## config.mk

```make
export PLATFORM = sky130hd
export DESIGN_NAME = jtcps1_pal_dma
export DESIGN_NICKNAME = d
export VERILOG_FILES = /design/src/rtl/jtcps1_pal_dma.sv
export SDC_FILE = /design/constraint.sdc
export NUM_CORES = 1
export LEC_CHECK = 0
export CAP_MARGIN = 20
export CORE_UTILIZATION = 47
export DETAILED_ROUTE_END_ITERATION = 6
export HOLD_SLACK_MARGIN = 0.05
export PLACE_DENSITY = 0.72
export SYNTH_ARGS = -nofsm -noshare
export SYNTH_HDL_FRONTEND = slang
export SYNTH_SLANG_ARGS = --single-unit
```

## constraint.sdc

```tcl
create_clock -name clk -period 3.9 [get_ports clk]
set_clock_uncertainty 0.05 [all_clocks]
set_input_delay 0.78 -clock clk [delete_from_list [all_inputs] [get_ports clk]]
set_output_delay 0.78 -clock clk [all_outputs]
set_load 0.02 [all_outputs]
```

## src/rtl/jtcps1_pal_dma.sv

```systemverilog
// jtcps1_pal_dma: copies the enabled palette pages from VRAM into the
// internal palette RAM after a single pal_copy pulse.
//
// Optional feature macro: JTCPS1_PALDMA_QUEUE_EN
//   defined     : a pal_copy seen while busy is remembered (one deep) and a
//                 fresh copy starts straight from DONE without dropping busy.
//   not defined : a pal_copy seen while busy is ignored.
//
// VRAM handshake: vram_req rises with vram_addr already valid and both hold
// steady until the cycle vram_ok=1, in which vram_data is captured; vram_ok
// in any other state is ignored.
// All outputs are registered. state_dbg mirrors the FSM state.
module jtcps1_pal_dma #(
   parameter  int PAGES      = 6,
   parameter  int PAGE_WORDS = 512,
   localparam int PW         = (PAGES > 1) ? $clog2(PAGES) : 1,
   localparam int WW         = $clog2(PAGE_WORDS)
) (
   input  logic              clk,
   input  logic              rstn,
   input  logic              pal_copy,
   input  logic [15:0]       pal_base,
   input  logic [PAGES-1:0]  pal_page_en,
   output logic              vram_req,
   output logic [22:0]       vram_addr,
   input  logic              vram_ok,
   input  logic [15:0]       vram_data,
   output logic              pal_we,
   output logic [PW+WW-1:0]  pal_addr,
   output logic [15:0]       pal_data,
   output logic              busy,
   output logic              done,
   output logic [2:0]        state_dbg
);

   typedef enum logic [2:0] {
      IDLE  = 3'd0,
      SCAN  = 3'd1,
      READ  = 3'd2,
      WRITE = 3'd3,
      DONE  = 3'd4
   } state_t;

   state_t            state;
   logic [22:0]       a0;     // VRAM start word address latched at start
   logic [22:0]       src;    // words read so far (compact over enabled pages)
   logic [PAGES-1:0]  mask;
   logic [PW-1:0]     page;
   logic [WW-1:0]     word;
   logic              last_page;
   logic              last_word;

   assign last_page = (page == PW'(PAGES-1));
   assign last_word = (word == WW'(PAGE_WORDS-1));
   assign state_dbg = state;

`ifdef JTCPS1_PALDMA_QUEUE_EN
   logic pending;

   // Remembers one start request arriving while a copy is running.
   always_ff @(posedge clk or negedge rstn) begin
      if (!rstn) begin
         pending <= 1'b0;
      end else if (state == DONE) begin
         pending <= 1'b0;   // consumed (or merged) by the restart below
      end else if (busy && pal_copy) begin
         pending <= 1'b1;
      end
   end
`endif

   // Copy sequencer with registered handshake and palette write outputs.
   always_ff @(posedge clk or negedge rstn) begin
      if (!rstn) begin
         state     <= IDLE;
         a0        <= '0;
         src       <= '0;
         mask      <= '0;
         page      <= '0;
         word      <= '0;
         vram_req  <= 1'b0;
         vram_addr <= '0;
         pal_we    <= 1'b0;
         pal_addr  <= '0;
         pal_data  <= '0;
         busy      <= 1'b0;
         done      <= 1'b0;
      end else begin
         case (state)
            IDLE: begin
               if (pal_copy) begin
                  a0    <= {pal_base, 7'd0};
                  mask  <= pal_page_en;
                  page  <= '0;
                  src   <= '0;
                  busy  <= 1'b1;
                  state <= SCAN;
               end
            end
            SCAN: begin
               if (mask[page]) begin
                  word      <= '0;
                  vram_req  <= 1'b1;
                  vram_addr <= a0 + src;
                  state     <= READ;
               end else if (last_page) begin
                  done  <= 1'b1;
                  state <= DONE;
               end else begin
                  page <= page + PW'(1);
               end
            end
            READ: begin
               if (vram_ok) begin
                  vram_req <= 1'b0;
                  pal_we   <= 1'b1;
                  pal_addr <= {page, word};
                  pal_data <= vram_data;
                  state    <= WRITE;
               end
            end
            WRITE: begin
               pal_we <= 1'b0;
               src    <= src + 23'd1;
               word   <= word + WW'(1);
               if (last_word) begin
                  // The final page goes straight to DONE so the last page
                  // does not cost an extra SCAN cycle.
                  if (last_page) begin
                     done  <= 1'b1;
                     state <= DONE;
                  end else begin
                     page  <= page + PW'(1);
                     state <= SCAN;
                  end
               end else begin
                  vram_req  <= 1'b1;
                  vram_addr <= a0 + src + 23'd1;
                  state     <= READ;
               end
            end
            DONE: begin
               done <= 1'b0;
`ifdef JTCPS1_PALDMA_QUEUE_EN
               if (pending || pal_copy) begin
                  a0    <= {pal_base, 7'd0};
                  mask  <= pal_page_en;
                  page  <= '0;
                  src   <= '0;
                  state <= SCAN;
               end else begin
                  busy  <= 1'b0;
                  state <= IDLE;
               end
`else
               busy  <= 1'b0;
               state <= IDLE;
`endif
            end
            default: begin
               vram_req <= 1'b0;
               pal_we   <= 1'b0;
               busy     <= 1'b0;
               done     <= 1'b0;
               state    <= IDLE;
            end
         endcase
      end
   end

endmodule

```

==> key figures <==
Clock tree
  – CTS Sinks: 115
  – Clk slew on worst S/H paths: about 0.06 ns
  – Setup Buffers After CTS: 0
  – CTS tree: yes
  – Clock buffer depth: 2
  – Hold buffer count at cts: 0
  – CTS Root Cell: clkbuf_16
  – H-Tree Depth: 4
  – Num CTS Buffers: 17
  – Post-CTS sizing: 0
  – Clk_lat worst skew: roughly 0.43 ns

Power and ir drop
  – Cell leakage power: ~3.4 nW
  – Power per cell area: 839 mW/mm²
  – Peak VDD IR: between 0.0005 and 0.0006 V

Logic synthesis
  – Number of library cell types mapped by synthesis: 61
  – Post-Syn Instances: 600
  – Register area share after synthesis: 0.491
  – Seq cells post-synth: 115
  – Post-synth EDFFs: 0
  – Syn Nets: 664
  – Synth Area in Compound Gates: 0.140
  – Post-Synth Adder-Cell Area: 0.0482
  – Synth Area in Simple Gates: 0.183
  – Mux cell area share after synthesis: 0.0702
  – Async SR Flop Fraction: 1.00
  – Largest family of logic cells by synthesized area: simple AND/OR/NAND/NOR gates
  – Post-synthesis xor/xnor area fraction: 0.0448
  – Ys flop type: dfrtp_1
  – Mean post-synth cell area: approximately 9.8 µm²
  – Syn. warnings: 0
  – Mapped Area: just under 0.006 mm²

Drt
  – DR WL/cell: about 15 µm
  – Antenna viol nets, final: 0
  – DR vias/cell: ~5.4
  – 1st-pass router iterations: 4
  – Vias: about 4800
  – Final WL: ~14000 µm
  – DRT iter0 DRCs: approximately 270
  – DRC: 0

Timing
  – Hold Fails Final Rpt: 0
  – Final period util: 0.897
  – Max Freq: approximately 0.29 GHz
  – Setup ws final: a little over 0.4 ns
  – Setup TNS: 0 ns
  – Fin. max-slew vios: 0
  – Final setup viols: 0
  – RSZ-0062 raised after global routing: no
  – Worst hold-check slack: 0.386 ns
  – Worst-margin pin slew: slightly above 0.8 ns
  – Slew headroom: 0.447
  – Crit path time final: roughly 3.5 ns

Floorplanning
  – Chip Width: 114 µm
  – Starting Density: 0.484
  – Core area: roughly 0.012 mm²
  – Die extent in y: roughly 110 µm
  – Cell Rows: 40
  – Area of the die: about 0.013 mm²
  – Num ports: 100

Finish
  – Antenna cells: 0
  – Area of the multi-input gates: 0.00287 mm²
  – NumNets Final: 770
  – Register area: approximately 0.0029 mm²
  – Synthesis-to-finish area growth: 32.2%
  – Number of fillers in the final layout: 999
  – Layout cells sized above 1: 0.122

Global route
  – Initial antenna violation count: 1
  – Grt ovf: 0
  – Pin count of the biggest net entering global routing: 62
  – Vias in the first global route: 4803
  – Global Route Usage Sum: 0.232
  – First-pass GRT wire length: about 23000 µm

Critical path
  – Data arrival time of the critical path: around 3.8 ns
  – Worst-path fanout max: 5
  – Crit Reg-Reg Startpoint: src[7]$_DFFE_PN0P_
  – Crit path largest cell delay: around 0.43 ns
  – Crit path cell chain: ha_1 -> fa_1 -> a21o_1 -> a221oi_1 -> a21oi_1 -> xnor2_1 -> nor4_2 -> nand4_1 -> o311a_2 -> a221o_1
  – CP Launch Type: flop
  – Critical path capture point type: flop
  – CP Launch Point: src[7]$_DFFE_PN0P_
  – CP max-delay cell: fa_1
  – CP required: between 4 and 5 ns
  – Setup CP Type: reg2reg

Status
  – Status: complete, no violations

Worst hold path
  – Hold Crit Class: in2async

Place
  – Final Wtd Congestion: around 0.84
  – IO buf count: roughly 100
  – Worst slack, placed: between 0.4 and 0.5 ns
  – Placed wire-length estimate: just under 10000 µm

Flow run
  – Max_cap viols: 0
[state kept, by name, indices dropped and copies added, names as in the netlist, 3 cells and up]
register / count
a0: 16
pal_addr: 12
word: 9
state_dbg: 3
src: 23
vram_addr: 23
pal_data: 16
page: 3
mask: 6
[critical path: cells and delay by family (launching register included)]
kind / cells / cell delay (ns)
AO/OA/AOI/OAI: 5 / 1.40
adder cells (fa/ha/maj): 2 / 0.69
AND/OR/NAND/NOR: 2 / 0.62
flip-flops: 1 / 0.41
XOR/XNOR: 1 / 0.20
[logic make-up after synthesis]
group | Yosys count
multiplexers | 36
flip-flops | 115
AND/OR/NAND/NOR | 231
buffers and inverters | 34
AO/OA/AOI/OAI | 132
adder cells (fa/ha/maj) | 22
XOR/XNOR | 30
[report_power, final]
part | leakage (nW) | switching [W] | internal [W] | total, W
registers | 1.47 | 0.000371 | 0.00164 | 0.00201
clock network | 0.327 | 0.000548 | 0.00120 | 0.00175
logic | 1.64 | 0.00149 | 0.00126 | 0.00275
[Yosys cell counts, types with 2 or more instances]
library cell	instances	area, µm²
a211oi_1	2	15.0
a21o_1	5	37.5
a21oi_1	16	80.1
a221oi_1	2	17.5
a22o_1	3	26.3
a31oi_1	11	68.8
and2_1	4	25.0
and3_1	12	75.1
buf_2	2	10.0
clkbuf_1	20	75.1
clkbuf_2	2	10.0
dfrtp_1	115	2880
ha_1	21	263
inv_1	9	33.8
mux2_2	31	349
mux2i_1	4	40.0
nand2_1	113	424
nand2b_1	6	37.5
nand3_1	24	120
nand3b_1	3	22.5
nand4_1	11	68.8
nor2_1	32	120
nor3_1	7	35.0
o211ai_1	8	60.1
o21a_1	3	22.5
o21ai_0	59	295
o31ai_1	9	67.6
o41ai_1	2	17.5
or3_1	4	25.0
xnor2_1	17	149
xor2_1	13	114
[placed cells by master (no fill, tap or decap), drive strengths merged, types with 3 or more instances in the layout]
master	count
xnor2	17
nor3	7
o31ai	9
o211ai	9
inv	9
a21oi	16
a22o	4
and2	4
nand3	24
ha	21
or3	5
nand3b	3
xor2	13
a31oi	11
nand2	114
a21o	5
nor2	32
mux2i	4
clkinv	4
clkbuf	23
o21ai	60
dfrtp	115
nand4	11
clkdlybuf4s50	98
buf	14
mux2	31
nand2b	6
o21a	3
and3	13
bufinv	5
[routing by layer]
layer | global-route usage | vias to the layer above | wire, µm
met1 | 0.278 | 2240 | 5980
met3 | 0.0988 | 20 | 1150
met2 | 0.374 | 140 | 6380
met4 | 0.0868 | 2 | 193
met5 | 0 | - | 11
li1 | - | 2367 | -
[layout make-up]
type,count,area share
inverters,9,0.00436
repair buffers,112,0.142
flip-flops and latches,115,0.371
well taps,168,0.0271
clock inverters,9,0.0224
clock buffers,23,0.0629
multi-input cells,451,0.370
[path summary, 6_finish.rpt]
check                                            end  slack [ns]  depth (start not counted)
setup reg to reg           vram_addr[22]$_DFFE_PN0P_        0.40                         10
min in group clk           vram_addr[16]$_DFFE_PN0P_        0.42                          2
hold reg to reg            vram_addr[16]$_DFFE_PN0P_        0.42                          2
setup / recovery           vram_addr[22]$_DFFE_PN0P_        0.40                         10
hold / removal             vram_addr[13]$_DFFE_PN0P_        0.39                          1
max in group asynchronous    pal_data[6]$_DFFE_PN0P_        2.53                          2
[stage by stage]
step | instances | total power, W | cell area, µm² | utilization
final | 887 | 0.00651 | 7750 | 0.640
after floorplan | 600 | 0.00377 | 5870 | -
after global routing | 887 | 0.00694 | 7750 | 0.640
after CTS | 887 | 0.00656 | 7750 | 0.640
after detailed placement | 855 | 0.00477 | 7090 | 0.586
after global placement | 855 | 0.00465 | 7090 | 0.586
Note: power is estimated with default switching activity, not from simulation.
